**src/rtl/intc_dispatch.sv**
```systemverilog
// intc_dispatch: CPU-side interrupt dispatcher sitting after intc_top.
// Takes the level IRQ at an instruction boundary and redirects the PC to the ISR
// vector. The interrupted PC goes onto a LIFO return stack. IACK is pulsed to
// intc_top, and the saved PC is restored when the CPU executes an interrupt return.
//
// Build option: define INTC_NEST_EN to allow ISRs to be interrupted, up to
// STACK_DEPTH levels. Without it the stack has one entry and only depth 0 may take.
//
// state     | meaning
// IDLE      | waiting for iret (pop) or a takeable irq (push)
// VECTOR    | pc_load strobe to the latched ISR vector
// ACK       | iack held high for ACK_HOLD cycles
// WAIT_DROP | waiting for intc_top to release irq; iret is held pending

module intc_dispatch #(
  parameter int ADDR_W      = 32,
  parameter int STACK_DEPTH = 4,
  parameter int ACK_HOLD    = 2
) (
  input  logic                               clk,
  input  logic                               rst_n,
  input  logic                               irq,
  input  logic [ADDR_W-1:0]                  isr_addr,
  input  logic [ADDR_W-1:0]                  pc_cur,
  input  logic                               int_en,
  input  logic                               instr_boundary,
  input  logic                               iret,
  output logic                               iack,
  output logic                               pc_load,
  output logic [ADDR_W-1:0]                  pc_load_addr,
  output logic                               in_isr,
  output logic [$clog2(STACK_DEPTH+1)-1:0]   nest_depth,
  output logic                               ret_err
);

  localparam int DEPTH_W = $clog2(STACK_DEPTH + 1);
`ifdef INTC_NEST_EN
  localparam int SD = STACK_DEPTH;
`else
  localparam int SD = 1;
`endif
  localparam int CNT_W = (ACK_HOLD > 1) ? $clog2(ACK_HOLD) : 1;

  typedef enum logic [1:0] {
    IDLE      = 2'd0,
    VECTOR    = 2'd1,
    ACK       = 2'd2,
    WAIT_DROP = 2'd3
  } state_t;

  state_t              state_q;
  logic [DEPTH_W-1:0]  depth_q;
  logic [CNT_W-1:0]    cnt_q;
  logic                iack_q;
  logic                pc_load_q;
  logic [ADDR_W-1:0]   pc_load_addr_q;
  logic                ret_err_q;
  logic                iret_pend_q;
  logic [ADDR_W-1:0]   stack_q [SD];

  logic                full_d;
  logic                take_d;
  logic                ret_now_d;
  logic                push_d;
  logic [ADDR_W-1:0]   pop_pc_d;

  // Take qualification and the stack top selected by the current depth.
  always_comb begin
    full_d    = (depth_q == DEPTH_W'(SD));
    take_d    = irq & int_en & instr_boundary & ~full_d;
    ret_now_d = iret | iret_pend_q;
    push_d    = (state_q == IDLE) & ~ret_now_d & take_d;
    pop_pc_d  = '0;
    for (int i = 0; i < SD; i++) begin
      if (depth_q == DEPTH_W'(i + 1)) pop_pc_d = stack_q[i];
    end
  end

  // Return stack storage: write pc_cur at the current depth slot on a take.
  always_ff @(posedge clk or negedge rst_n) begin
    if (!rst_n) begin
      for (int i = 0; i < SD; i++) stack_q[i] <= '0;
    end else begin
      for (int i = 0; i < SD; i++) begin
        if (push_d && (depth_q == DEPTH_W'(i))) stack_q[i] <= pc_cur;
      end
    end
  end

  // Dispatch FSM with registered outputs and stack pointer.
  always_ff @(posedge clk or negedge rst_n) begin
    if (!rst_n) begin
      state_q        <= IDLE;
      depth_q        <= '0;
      cnt_q          <= '0;
      iack_q         <= 1'b0;
      pc_load_q      <= 1'b0;
      pc_load_addr_q <= '0;
      ret_err_q      <= 1'b0;
      iret_pend_q    <= 1'b0;
    end else begin
      pc_load_q <= 1'b0;
      case (state_q)
        IDLE: begin
          if (ret_now_d) begin
            // Return has priority; a pending irq is looked at again next boundary.
            iret_pend_q <= 1'b0;
            if (depth_q != '0) begin
              pc_load_q      <= 1'b1;
              pc_load_addr_q <= pop_pc_d;
              depth_q        <= depth_q - DEPTH_W'(1);
            end else begin
              ret_err_q <= 1'b1;
            end
          end else if (take_d) begin
            // The vector is captured straight into the redirect register, so
            // isr_addr changes after this cycle have no effect.
            pc_load_q      <= 1'b1;
            pc_load_addr_q <= isr_addr;
            depth_q        <= depth_q + DEPTH_W'(1);
            state_q        <= VECTOR;
          end
        end
        VECTOR: begin
          if (iret) iret_pend_q <= 1'b1;
          iack_q  <= 1'b1;
          cnt_q   <= CNT_W'(ACK_HOLD - 1);
          state_q <= ACK;
        end
        ACK: begin
          if (iret) iret_pend_q <= 1'b1;
          if (cnt_q == '0) begin
            iack_q  <= 1'b0;
            state_q <= WAIT_DROP;
          end else begin
            cnt_q <= cnt_q - CNT_W'(1);
          end
        end
        WAIT_DROP: begin
          if (iret) iret_pend_q <= 1'b1;
          if (!irq) state_q <= IDLE;
        end
        default: state_q <= IDLE;
      endcase
    end
  end

  assign iack         = iack_q;
  assign pc_load      = pc_load_q;
  assign pc_load_addr = pc_load_addr_q;
  assign nest_depth   = depth_q;
  assign in_isr       = (depth_q != '0);
  assign ret_err      = ret_err_q;

endmodule

```
**config.mk**
```make
export PLATFORM = sky130hd
export DESIGN_NAME = intc_dispatch
export DESIGN_NICKNAME = d
export VERILOG_FILES = /design/src/rtl/intc_dispatch.sv
export SDC_FILE = /design/constraint.sdc
export NUM_CORES = 1
export LEC_CHECK = 0
export CAP_MARGIN = 20
export CORE_UTILIZATION = 40
export CTS_CLUSTER_SIZE = 28
export DETAILED_ROUTE_END_ITERATION = 12
export GPL_ROUTABILITY_DRIVEN = 0
export HOLD_SLACK_MARGIN = 0.08
export PLACE_DENSITY = 0.82
export SLEW_MARGIN = 20
export SYNTH_ARGS = -nofsm -noshare
export SYNTH_HDL_FRONTEND = slang
export SYNTH_SLANG_ARGS = --single-unit
```
**constraint.sdc**
```tcl
create_clock -name clk -period 2.9 [get_ports clk]
set_clock_uncertainty 0.05 [all_clocks]
set_input_delay 0.29 -clock clk [delete_from_list [all_inputs] [get_ports clk]]
set_output_delay 0.29 -clock clk [all_outputs]
set_load 0.05 [all_outputs]
```
==> metrics.txt, run 1 <==
# TYPE chip_impl_metric gauge
chip_impl_metric{name="post_synth_num_cell_types",unit=""} 31
chip_impl_metric{name="initial_core_utilization",unit=""} 0.422
chip_impl_metric{name="grt_pass1_vias",unit=""} 2377
chip_impl_info{name="crit_chain",value="inv_1 -> ha_1 -> and2b_2 -> inv_1 -> clkdlybuf4s50_1"} 1
chip_impl_info{name="rr_endpoint",value="pc_load_addr[23]$_DFFE_PN0P_"} 1
chip_impl_info{name="critPathKind",value="register to output pin"} 1
chip_impl_metric{name="drc",unit=""} 0
chip_impl_metric{name="boundary_pins",unit=""} 109
chip_impl_metric{name="synth.net_count",unit=""} 307
chip_impl_metric{name="hold_viol",unit=""} 0
chip_impl_metric{name="antenna-diode-count",unit=""} 0
chip_impl_info{name="worst_hold_path_type",value="register to register"} 1
chip_impl_info{name="slowest_stage",value="clkdlybuf4s50_1"} 1
chip_impl_metric{name="post_cts_resized",unit=""} 0
chip_impl_metric{name="reg2reg_setup_slack",unit="ps"} 530
chip_impl_metric{name="routed_wirelength",unit="mm"} 7.33
chip_impl_metric{name="grt_antenna_before_repair",unit=""} 0
chip_impl_info{name="run_status",value="finished clean"} 1
chip_impl_metric{name="tightest_slew",unit="ps"} 930
chip_impl_metric{name="dr.first_iter.drc_count",unit=""} 33
chip_impl_metric{name="syn_inst",unit=""} 230
chip_impl_metric{name="die-area",unit="mm^2"} 0.00869
chip_impl_metric{name="report.final.slew_viol_count",unit=""} 0
chip_impl_info{name="worst_hold_startpoint",value="ret_err$_DFFE_PN0P_"} 1
chip_impl_info{name="cts.root.buffer_cell",value="clkbuf_8"} 1
chip_impl_metric{name="route.vias.total",unit=""} 2288
chip_impl_metric{name="period_minus_slack",unit="ps"} 2490
chip_impl_metric{name="cts_hold_repair.buffers",unit=""} 1
chip_impl_metric{name="drv.max_cap_violation_count",unit=""} 0
chip_impl_metric{name="seq_area_frac_synth",unit=""} 0.557
chip_impl_metric{name="wl_per_cell",unit="um"} 16.4
chip_impl_metric{name="cts_sinks",unit=""} 74
chip_impl_metric{name="synth.cell_area",unit="mm^2"} 0.00333
chip_impl_metric{name="power.static_leakage",unit="nW"} 2.21
chip_impl_metric{name="vdd_drop_max",unit="uV"} 338
chip_impl_metric{name="global_route.usage.total",unit=""} 0.177
chip_impl_metric{name="total_clock_buffers_created_by_cts",unit=""} 9
chip_impl_info{name="grt_setup_unrepaired",value="false"} 1
chip_impl_metric{name="global_route_wire_length_before_repair",unit="mm"} 11.7
chip_impl_metric{name="yosysWarningCount",unit=""} 0
chip_impl_metric{name="dieWidth",unit="um"} 93.2
chip_impl_metric{name="fraction_of_synthesized_cell_area_taken_by_the_top_area_cell_type",unit=""} 0.557
chip_impl_metric{name="setup_violations",unit=""} 0
chip_impl_metric{name="synth_area_per_cell",unit="um^2"} 14.5
chip_impl_info{name="layout_common_cells",value="clkdlybuf4s50_1, dfrtp_1, mux2_2, a22o_1, clkbuf_8"} 1
chip_impl_metric{name="grt_start_max_net_pins",unit=""} 75
chip_impl_metric{name="power_per_cell_area",unit="mW/mm^2"} 970
chip_impl_metric{name="critical-path-max-stage-delay",unit="ps"} 790
chip_impl_metric{name="drt_pass1_iterations",unit=""} 4
chip_impl_info{name="whs_endpoint",value="ret_err$_DFFE_PN0P_"} 1
chip_impl_info{name="synth_largest_area_cell",value="dfrtp_1"} 1
chip_impl_metric{name="htreeDepth",unit=""} 3
chip_impl_metric{name="crit_arrival",unit="ps"} 2150
chip_impl_metric{name="detailedPlacementHpwl",unit="mm"} 5.02
chip_impl_metric{name="ant_nets",unit=""} 0
chip_impl_metric{name="layout-drive-gt1-share",unit=""} 0.277
chip_impl_metric{name="grt_overflow",unit=""} 0
chip_impl_metric{name="final.setup.tns",unit="ps"} 0
chip_impl_metric{name="finalNetCount",unit=""} 418
chip_impl_info{name="cts_tree",value="yes"} 1
chip_impl_metric{name="routed_via_density",unit=""} 5.11
chip_impl_metric{name="cts.clk_slew.worst_paths",unit="ps"} 80
chip_impl_info{name="critPathMostFrequentCell",value="inv_1"} 1
chip_impl_metric{name="max-clock-path-buffers",unit=""} 2
chip_impl_metric{name="clock_latency",unit="ps"} 340
chip_impl_metric{name="port_buffers",unit=""} 108
chip_impl_metric{name="dpl_cell_area",unit="mm^2"} 0.00449
chip_impl_info{name="reg2reg_from",value="nest_depth[1]$_DFFE_PN0P_"} 1
chip_impl_metric{name="post-cts-setup-buffer-count",unit=""} 0
chip_impl_metric{name="synth_to_layout_area_growth",unit="%"} 43.6
chip_impl_metric{name="post-route-period-util",unit=""} 0.857
chip_impl_metric{name="timing.hold.worst_path_depth",unit=""} 1
chip_impl_info{name="cp-start-kind",value="register"} 1
chip_impl_metric{name="placementRows",unit=""} 32
chip_impl_metric{name="critPathRequiredTime",unit="ps"} 2560
chip_impl_metric{name="postSynthRegisterBits",unit=""} 74
chip_impl_metric{name="die_h",unit="um"} 93.2
chip_impl_info{name="dominant_cells_by_area_after_synthesis",value="dfrtp_1, mux2_2, a22o_1"} 1
chip_impl_info{name="timing.critical_path.to_type",value="output pin"} 1
chip_impl_metric{name="finalInstanceArea",unit="mm^2"} 0.00478
chip_impl_metric{name="r2r.worst_path.cells",unit=""} 7
chip_impl_info{name="mostFrequentLayoutCell",value="clkdlybuf4s50_1"} 1
chip_impl_metric{name="coreArea",unit="mm^2"} 0.00789
chip_impl_metric{name="top_achievable_clock_speed",unit="MHz"} 402
chip_impl_metric{name="worstPathMaxFanout",unit=""} 6
chip_impl_metric{name="slew_headroom",unit=""} 0.380
==> layout make-up <==
type | count | area [um^2]
clock buffer | 11 | 151
clock inverter | 5 | 100
fill | 641 | 3110
inverter | 9 | 33.8
multi-input combinational | 133 | 1350
sequential | 74 | 1850
tap | 102 | 128
timing repair buffer | 114 | 1160
==> synthesized netlist by cell type <==
library cell,instances
nand2b_1,1
a22oi_1,1
nor3_1,1
buf_6,6
o21ai_2,1
nor2_1,3
ha_1,7
or2b_2,1
o22ai_1,1
mux2_4,9
a31o_2,1
nor3b_4,1
o21ai_0,4
and3_1,1
mux2_2,56
and2b_2,1
or2_4,1
nand3_1,1
nor2_2,1
o211ai_1,1
nand2_1,1
inv_1,9
buf_4,2
mux2i_1,1
dfrtp_1,74
clkbuf_1,6
o211a_1,1
a211oi_1,1
a21oi_1,2
xnor2_1,2
a22o_1,32
==> critical path: cells and delay by family, from the launching register on <==
kind / cells / cell delay (ps)
buffers and inverters: 3 / 940
flip-flops: 1 / 450
AND/OR/NAND/NOR: 1 / 230
adder cells (fa/ha/maj): 1 / 190
==> sequential cells by signal (all words and copies together), names as in the netlist <==
signal / flops
state_q: 2
ret_err: 1
pc_load_addr: 32
nest_depth: 3
stack_q: 32
pc_load: 1
cnt_q: 1
iret_pend_q: 1
iack: 1
==> through the flow <==
stage          hold slack (ps)  setup slack [ps]  cells  total power [mW]   util
4_1_cts                    453               261    447              4.64  0.602
5_1_grt                    461               303    448              4.87  0.605
3_5_place_dp               434               281    430              3.64  0.569
3_3_place_gp               435               355    430              3.57  0.569
6_report                   451               414    448              4.63  0.605
2_1_floorplan            -55.6               542    230              2.94      -
==> logic make-up (layout without fill, tap and decap cells) <==
logic type                 count (synthesis)  in the layout  share of synthesized area
DFF                                       74             74                      0.557
xor gates and xnor gates                   2              2                    0.00527
buffers and inverters                     23            139                     0.0417
adders and majority gates                  7              7                     0.0263
AOI/OAI and AO/OA                         45             45                      0.110
muxes                                     66             66                      0.233
and+or+nand+nor                           13             13                     0.0267
==> routing by layer <==
layer | part of all wire | track usage | up-vias
li1 | - | - | 1055
met1 | 0.42 | 0.213 | 1144
met2 | 0.51 | 0.309 | 81
met3 | 0.054 | 0.0382 | 8
met4 | 0.012 | 0.0705 | 0
met5 | 0 | 0 | -
==> worst max-delay path by stage <==
stage                                               to                 startpoint  slack [ps]  cells past startpoint
after floorplan           pc_load_addr[24]$_DFFE_PN0P_  nest_depth[0]$_DFFE_PN0P_         540                      6
after CTS                 pc_load_addr[23]$_DFFE_PN0P_  nest_depth[1]$_DFFE_PN0P_         260                      6
after global routing                            in_isr  nest_depth[0]$_DFFE_PN0P_         300                      5
final                                           in_isr  nest_depth[0]$_DFFE_PN0P_         410                      5
after global placement    pc_load_addr[20]$_DFFE_PN0P_  nest_depth[1]$_DFFE_PN0P_         360                      6
after detailed placement  pc_load_addr[23]$_DFFE_PN0P_  nest_depth[1]$_DFFE_PN0P_         280                      6
==> power by group <==
| group | internal [mW] | switching [mW] | total [mW] |
|---|---|---|---|
| combinational | 0.914 | 1.25 | 2.16 |
| clock | 0.616 | 0.367 | 0.983 |
| sequential | 1.31 | 0.171 | 1.49 |
| total | 2.84 | 1.79 | 4.63 |
Power figures use the tool's default switching activity.
==> run 2: changes to the inputs <==
--- a/config.mk
+++ b/config.mk
@@ -7,6 +7,7 @@
 export LEC_CHECK = 0
 export CAP_MARGIN = 20
 export CORE_UTILIZATION = 40
+export CTS_CLUSTER_DIAMETER = 30
 export CTS_CLUSTER_SIZE = 28
 export DETAILED_ROUTE_END_ITERATION = 12
 export GPL_ROUTABILITY_DRIVEN = 0
==> results of run 2 <==
Final layout, timing and power as in run 1 (identical DEF).
